[src/rtl/regfile_burst_reader_pkg.sv]
// Shared constants for the regfile burst reader: controller state encoding
// and default bank geometry.
package regfile_burst_reader_pkg;

  localparam int DEF_WIDTH = 8;
  localparam int DEF_NREG  = 4;
  localparam int DEF_AW    = 2;

  typedef enum logic {
    ST_IDLE  = 1'b0,
    ST_BURST = 1'b1
  } state_t;

endpackage

[src/rtl/regfile_burst_reader_read_mux.sv]
// NREG:1 word selector over the flattened bank bus, built as a log2(NREG)-deep
// tree of 2:1 muxes; level d merges pairs using select bit d-1.
module regfile_read_mux
  import regfile_burst_reader_pkg::*;
#(
  parameter int WIDTH = DEF_WIDTH,
  parameter int NREG  = DEF_NREG,
  parameter int AW    = DEF_AW
) (
  input  logic [NREG*WIDTH-1:0] bank,
  input  logic [AW-1:0]         sel,
  output logic [WIDTH-1:0]      word
);

  for (genvar d = 0; d <= AW; d++) begin : lv
    logic [(NREG>>d)-1:0][WIDTH-1:0] n;
    if (d == 0) begin : leaf
      assign n = bank;
    end else begin : merge
      // LSB picks within adjacent pairs first, so the tree follows address order
      for (genvar j = 0; j < (NREG >> d); j++) begin : m2
        assign n[j] = sel[d-1] ? lv[d-1].n[2*j+1] : lv[d-1].n[2*j];
      end
    end
  end

  assign word = lv[AW].n[0];

endmodule

[src/rtl/regfile_burst_reader.sv]
// Burst reader for a regfile bank: streams LEN+1 consecutive words from ADDR,
// wrapping mod NREG. Optional macro READ_PARITY_EN adds registered parity QPAR.
module regfile_burst_reader
  import regfile_burst_reader_pkg::*;
#(
  parameter int WIDTH = DEF_WIDTH,
  parameter int NREG  = DEF_NREG,
  parameter int AW    = DEF_AW
) (
  input  logic                  CK,
  input  logic                  RST,
  input  logic                  REQ,
  input  logic [AW-1:0]         ADDR,
  input  logic [AW-1:0]         LEN,
  input  logic [NREG*WIDTH-1:0] BANK,
  output logic                  RDY,
  output logic [WIDTH-1:0]      Q,
  output logic                  VALID,
  output logic                  LAST
`ifdef READ_PARITY_EN
  ,
  output logic                  QPAR
`endif
);

  state_t           state, state_n;
  logic [AW-1:0]    ptr, ptr_n, rem, rem_n, sel;
  logic [WIDTH-1:0] word, q_n;
  logic             valid_n, last_n;

  assign RDY = (state == ST_IDLE);
  // Idle issues straight from the request address; bursts continue from ptr
  assign sel = RDY ? ADDR : ptr;

  regfile_read_mux #(.WIDTH(WIDTH), .NREG(NREG), .AW(AW)) u_mux (
    .bank (BANK),
    .sel  (sel),
    .word (word)
  );

  always_comb begin
    state_n = state;
    ptr_n   = ptr;
    rem_n   = rem;
    q_n     = Q;
    valid_n = 1'b0;
    last_n  = 1'b0;
    case (state)
      ST_IDLE: begin
        if (REQ) begin
          q_n     = word;
          valid_n = 1'b1;
          last_n  = (LEN == '0);
          if (LEN != '0) begin
            ptr_n   = ADDR + AW'(1);
            rem_n   = LEN - AW'(1);
            state_n = ST_BURST;
          end
        end
      end
      ST_BURST: begin
        q_n     = word;
        valid_n = 1'b1;
        last_n  = (rem == '0);
        ptr_n   = ptr + AW'(1);
        rem_n   = rem - AW'(1);
        if (rem == '0) state_n = ST_IDLE;
      end
      default: state_n = ST_IDLE;
    endcase
  end

  always_ff @(posedge CK or posedge RST) begin
    if (RST) begin
      state <= ST_IDLE;
      ptr   <= '0;
      rem   <= '0;
      Q     <= '0;
      VALID <= 1'b0;
      LAST  <= 1'b0;
`ifdef READ_PARITY_EN
      QPAR  <= 1'b0;
`endif
    end else begin
      state <= state_n;
      ptr   <= ptr_n;
      rem   <= rem_n;
      Q     <= q_n;
      VALID <= valid_n;
      LAST  <= last_n;
`ifdef READ_PARITY_EN
      // q_n equals Q when nothing is issued, so parity tracks Q exactly
      QPAR  <= ^q_n;
`endif
    end
  end

endmodule
[config.mk]
export PLATFORM = sky130hd
export DESIGN_NAME = regfile_burst_reader
export DESIGN_NICKNAME = d
export VERILOG_FILES = /design/src/rtl/regfile_burst_reader_pkg.sv /design/src/rtl/regfile_burst_reader_read_mux.sv /design/src/rtl/regfile_burst_reader.sv
export SDC_FILE = /design/constraint.sdc
export NUM_CORES = 1
export LEC_CHECK = 0
export CAP_MARGIN = 20
export CORE_MARGIN = 2
export CORE_UTILIZATION = 43
export CTS_CLUSTER_SIZE = 28
export DETAILED_ROUTE_END_ITERATION = 8
export GPL_TIMING_DRIVEN = 0
export PLACE_DENSITY = 0.91
export SLEW_MARGIN = 5
export SYNTH_ARGS = -nofsm -noshare
export SYNTH_HDL_FRONTEND = slang
export SYNTH_SLANG_ARGS = --single-unit
[constraint.sdc]
create_clock -name CK -period 3 [get_ports CK]
set_input_delay 0.3 -clock CK [delete_from_list [all_inputs] [get_ports CK]]
set_output_delay 0.3 -clock CK [all_outputs]
set_load 0.01 [all_outputs]
==> results of run 1 <==
==> area by class of cell <==
cell class / count / area share
clock buffer: 4 / 0.0166
inverter: 13 / 0.0324
timing repair buffer: 48 / 0.303
buffer: 9 / 0.0403
multi-input combinational: 100 / 0.349
tap: 28 / 0.0221
sequential: 15 / 0.237
==> power by group through the flow <==
stage / Sequential (mW) / Clock (mW) / Combinational [mW]
after floorplan: 0.403 / 0 / 0.501
final: 0.377 / 0.123 / 0.857
after global routing: 0.389 / 0.130 / 0.927
after CTS: 0.376 / 0.122 / 0.851
after global placement: 0.374 / 0 / 0.816
after detailed placement: 0.380 / 0 / 0.846
==> state kept, by name (all words and copies together) (netlist names) <==
signal / count
Q: 8
VALID: 1
ptr: 2
LAST: 1
rem: 2
state: 1
==> kinds of logic (layout without fill, tap and decap cells) <==
kind of cell,count (synthesis),in the layout,synth area share
XOR/XNOR,2,2,0.0168
multiplexers,2,2,0.0324
AO/OA/AOI/OAI,59,59,0.326
buffers and inverters,22,74,0.110
AND/OR/NAND/NOR,37,37,0.155
flip-flops,15,15,0.360
==> path summary, 6_finish.rpt <==
| path | end | slack, ns | cells after the start |
|---|---|---|---|
| worst min-delay path | rem[1] | 0.35 | 2 |
| max in group asynchronous | VALID | 2.29 | 2 |
| worst max-delay path | RDY | 1.20 | 3 |
| worst min register to register | rem[0] | 0.55 | 1 |
| min in group CK | ptr[0] | 0.50 | 4 |
| worst max register to register | Q[0] | 1.60 | 5 |
==> layer usage <==
layer	up-vias	GRT usage	wire (µm)
met5	-	0	0
met4	0	0.0726	51
met3	9	0.0282	293
met2	61	0.440	1610
met1	541	0.277	1260
li1	593	-	-
==> stage by stage <==
stage	worst slack (ns)	hold WS, ns	instances
after floorplan	1.80	0.201	137
after global placement	1.36	0.504	213
after detailed placement	1.29	0.524	213
after CTS	1.20	0.376	217
after global routing	1.15	0.414	217
final	1.20	0.349	217
==> cells in the mapped netlist (all sizes together) (2+ instances only) <==
master	count	share of area
nand2	3	0.016
inv	13	0.049
o22ai	16	0.096
dfrtp	15	0.36
a31oi	10	0.060
a21oi	19	0.091
clkbuf	3	0.012
nor2	26	0.094
buf	6	0.049
nand2b	2	0.012
o21ai	10	0.048
==> worst max-delay path: stages (launching register included) <==
cell and delay [ns]:
dfrtp_1 0.43, buf_6 0.17, inv_4 0.08, clkdlybuf4s50_1 0.53
==> flow_summary.yaml, run 1 <==
drt:
  drt_iter0_drc: 51
  ant_nets: 0
  via_per_inst: 5.55
  drc: 0
  vias: 1204
  drtPass1Iterations: 4
  routed_wl_um: 3220
  avgRoutedWirePerCell_um: 14.8
sta:
  setup_violations: 0
  final-hold-violation-count: 0
  rsz0062_at_grt: "false"
  max_slew.worst_pin.slew_ns: 0.558
  fmax_mhz: 555
  slew_viol_final: 0
  relSlewSlack: 0.628
  fin_setup_tns_ns: 0
  skew_ns: 0.00301
  finalCritPeriodShare: 0.600
  post-route-min-period_ns: 1.80
cells_and_area:
  multi_input_area_um2: 553
  nFillCells: 188
  layout-drive-gt1-share: 0.0794
  nets: 229
  syn_to_final_growth_pct: 51.9
  layout_common_cells: "clkdlybuf4s50_1, nor2_1, a21oi_1"
  antenna_cells: 0
  final_common_cell: "clkdlybuf4s50_1"
  final_area_um2: 1590
  postLayoutCoreUtil: 0.703
  final-seq-area_um2: 375
global_routing:
  first_global_vias: 1153
  grt_usage: 0.236
  gr-total-overflow: 0
  grt_max_degree: 16
  grt_pass1_wl_um: 4950
  antenna_found_initial: 0
power_and_ir_drop:
  power.density_nw_per_um2: 855
  power_mw: 1.36
  power_frac_comb: 0.632
  power_switching_uw: 580
  vdd.ir_drop.worst_mv: 0.570
  power.clock.fraction: 0.090
  leakage_nw: 0.658
  seqPwrFrac: 0.278
  sw_frac_of_total: 0.428
  p_int_uw: 776
floorplan:
  die_w_um: 53.3
  die_h_um: 53.3
  fp.coreArea_um2: 2250
  die_area_um2: 2840
  io_pins: 50
  num_rows: 17
  start_util: 0.463
hold_path:
  hp-class: "in2async"
cts:
  cts_tree: "yes"
  clock_latency_ns: 0.29
  clkTransAtPathRegs_ns: 0.10
  cts_setup_buffers: 0
  htree_levels: 1
  cts_root_buf: "clkbuf_4"
  postCtsHoldBufs: 0
  cts_buffers: 3
  ctsResizeCount: 0
  clock-sinks: 15
  clock_tree.buffer_depth: 2
synthesis:
  synthFlopType: "dfrtp_1"
  synthCells: 137
  syn-num-nets: 176
  yosys_warnings: 0
  synth_area_per_cell_um2: 7.62
  synth_seq_cells: 15
  synth_cell_types: 31
  async_flop_share: 1.00
  synth-edff-count: 0
  syn_area_um2: 1040
  synth-seq-area-share: 0.360
worst_setup_path:
  crit_arrival_ns: 1.50
  cp_max_fo: 10
  path_class: "reg2out"
  crit_required_ns: 2.70
  cp-end-kind: "output pin"
  cp-start-kind: "register"
  r2r_start: "state"
  crit_path_start: "state"
placed_design:
  port_buffers: 48
  gp_congestion: 0.788
  place_area_um2: 1560
  hpwlAfterDp_um: 2460
status:
  status: "finished, final reports clean"
run:
  cap_violations: 0
Power figures use the tool's default switching activity.
==> run 2, diff against run 1 <==
--- a/config.mk
+++ b/config.mk
@@ -7,11 +7,11 @@
 export LEC_CHECK = 0
 export CAP_MARGIN = 20
 export CORE_MARGIN = 2
-export CORE_UTILIZATION = 43
+export CORE_UTILIZATION = 40
 export CTS_CLUSTER_SIZE = 28
 export DETAILED_ROUTE_END_ITERATION = 8
 export GPL_TIMING_DRIVEN = 0
-export PLACE_DENSITY = 0.91
+export PLACE_DENSITY = 0.86
 export SLEW_MARGIN = 5
 export SYNTH_ARGS = -nofsm -noshare
 export SYNTH_HDL_FRONTEND = slang
==> constraint.sdc (replaced) <==
create_clock -name CK -period 1.8 [get_ports CK]
set_input_delay 0.18 -clock CK [delete_from_list [all_inputs] [get_ports CK]]
set_output_delay 0.18 -clock CK [all_outputs]
set_load 0.01 [all_outputs]
==> run 2 against run 1 <==
Hold slack got worse by 0.11 ns. Largest power group unchanged. Clock-buffer cell count fell by 1. Global-route usage rose by 0.70 points. Design area rose by 0.24%. Highest routed layer unchanged. Critical endpoint unchanged.
==> flow_summary.yaml, run 2 (synthesized netlist as in run 1, its figures left out) <==
cells_and_area:
  largest_register: "Q"
  reg.largest.list: "Q (8), ptr (2), rem (2)"
  layout_common_cells: "clkdlybuf4s50_1, nor2_1, a21oi_1"
  largest_reg_flops: 8
  final_common_cell: "clkdlybuf4s50_1"
  syn_to_final_growth_pct: 52.3
  nets: 229
  antenna_cells: 0
  nFillCells: 218
  layout-drive-gt1-share: 0.0847
  multi_input_area_um2: 553
  final-seq-area_um2: 375
floorplan:
  num_rows: 18
  die_area_um2: 3030
  start_util: 0.421
  io_pins: 50
  die_w_um: 55.1
  fp.coreArea_um2: 2480
  die_h_um: 55.1
power_and_ir_drop:
  power_mw: 2.25
  leakage_nw: 0.661
  power.density_nw_per_um2: 1420
  vdd.ir_drop.worst_mv: 0.903
worst_setup_path:
  cp-start-kind: "register"
  crit_arrival_ns: 1.53
  cp_max_fo: 10
  cp-end-kind: "output pin"
  path_class: "reg2out"
  crit_required_ns: 1.62
cts:
  htree_levels: 1
  clock-sinks: 15
  cts_buffers: 3
  clock_tree.buffer_depth: 2
  postCtsHoldBufs: 0
  clkTransAtPathRegs_ns: 0.10
  ctsResizeCount: 0
  cts_root_buf: "clkbuf_4"
  cts_setup_buffers: 0
  clock_latency_ns: 0.30
  cts_tree: "yes"
drt:
  routed_wl_um: 3220
  drc: 0
  ant_nets: 0
  drt_iter0_drc: 26
  drtPass1Iterations: 4
  vias: 1236
  avgRoutedWirePerCell_um: 14.7
  via_per_inst: 5.64
sta:
  setup_violations: 0
  post-route-min-period_ns: 1.71
  fin_setup_tns_ns: 0
  fmax_mhz: 586
  finalCritPeriodShare: 0.948
  rsz0062_at_grt: "false"
  max_slew.worst_pin.slew_ns: 0.596
  holdWs_ns: 0.240
  relSlewSlack: 0.602
  slew_viol_final: 0
  skew_ns: 0.00979
  final-hold-violation-count: 0
placed_design:
  hpwlAfterDp_um: 2600
  gp_congestion: 0.887
  port_buffers: 48
hold_path:
  hp-class: "in2async"
global_routing:
  grt_pass1_wl_um: 5150
  grt_usage: 0.243
  antenna_found_initial: 0
  first_global_vias: 1166
  grt_max_degree: 16
  gr-total-overflow: 0
status:
  status: "finished, final reports clean"
run:
  cap_violations: 0
[run 2: layout make-up]
class | count | share of cell area
buffer | 9 | 0.0402
sequential | 15 | 0.236
tap | 30 | 0.0236
timing repair buffer | 48 | 0.302
multi-input combinational | 100 | 0.348
inverter | 13 | 0.0323
clock buffer | 3 | 0.0142
clock inverter | 1 | 0.00315
[run 2: report_power, final]
part / internal (mW) / total (mW) / leakage, nW / switching [mW]
combinational: 0.697 / 1.41 / 0.471 / 0.716
clock: 0.0827 / 0.204 / 0.0177 / 0.121
sequential: 0.510 / 0.634 / 0.173 / 0.124
total: 1.29 / 2.25 / 0.661 / 0.961
[run 2: path summary, 6_finish.rpt]
check / start / endpoint / slack (ns) / cells after the start
worst max-delay path: state / RDY / 0.09 / 3
worst min-delay path: RST / ptr[0] / 0.24 / 2
worst max register to register: state / Q[5] / 0.40 / 4
worst min register to register: rem[0] / rem[0] / 0.54 / 1
max in group asynchronous: RST / VALID / 1.17 / 2
min in group CK: ADDR[0] / ptr[0] / 0.37 / 4
[run 2: stage by stage]
stage,util,setup WS (ns),std cells,cell area (µm²)
after detailed placement,0.630,0.251,215,1560
final,0.641,0.0929,219,1590
after floorplan,-,0.602,137,1040
after global placement,0.630,0.315,215,1560
after CTS,0.641,0.0823,219,1590
after global routing,0.641,0.0459,219,1590
[run 2: worst max-delay path: stages, from the launching register on]
cell,delay (ns)
dfrtp_1,0.44
buf_6,0.17
inv_4,0.08
clkdlybuf4s50_1,0.53
[run 2: metal layers]
layer / GRT usage / routed length (µm) / part of all wire
met2: 0.456 / 1740 / 0.54
met3: 0.0349 / 201 / 0.062
met4: 0.110 / 90 / 0.028
met5: 0 / 0 / 0
met1: 0.268 / 1190 / 0.37
==> run 3, diff against run 2 <==
--- a/config.mk
+++ b/config.mk
@@ -12,7 +12,7 @@
 export DETAILED_ROUTE_END_ITERATION = 8
 export GPL_TIMING_DRIVEN = 0
 export PLACE_DENSITY = 0.86
-export SLEW_MARGIN = 5
+export SLEW_MARGIN = 20
 export SYNTH_ARGS = -nofsm -noshare
 export SYNTH_HDL_FRONTEND = slang
 export SYNTH_SLANG_ARGS = --single-unit
==> results of run 3 <==
Final layout, timing and power as in run 2 (identical DEF).
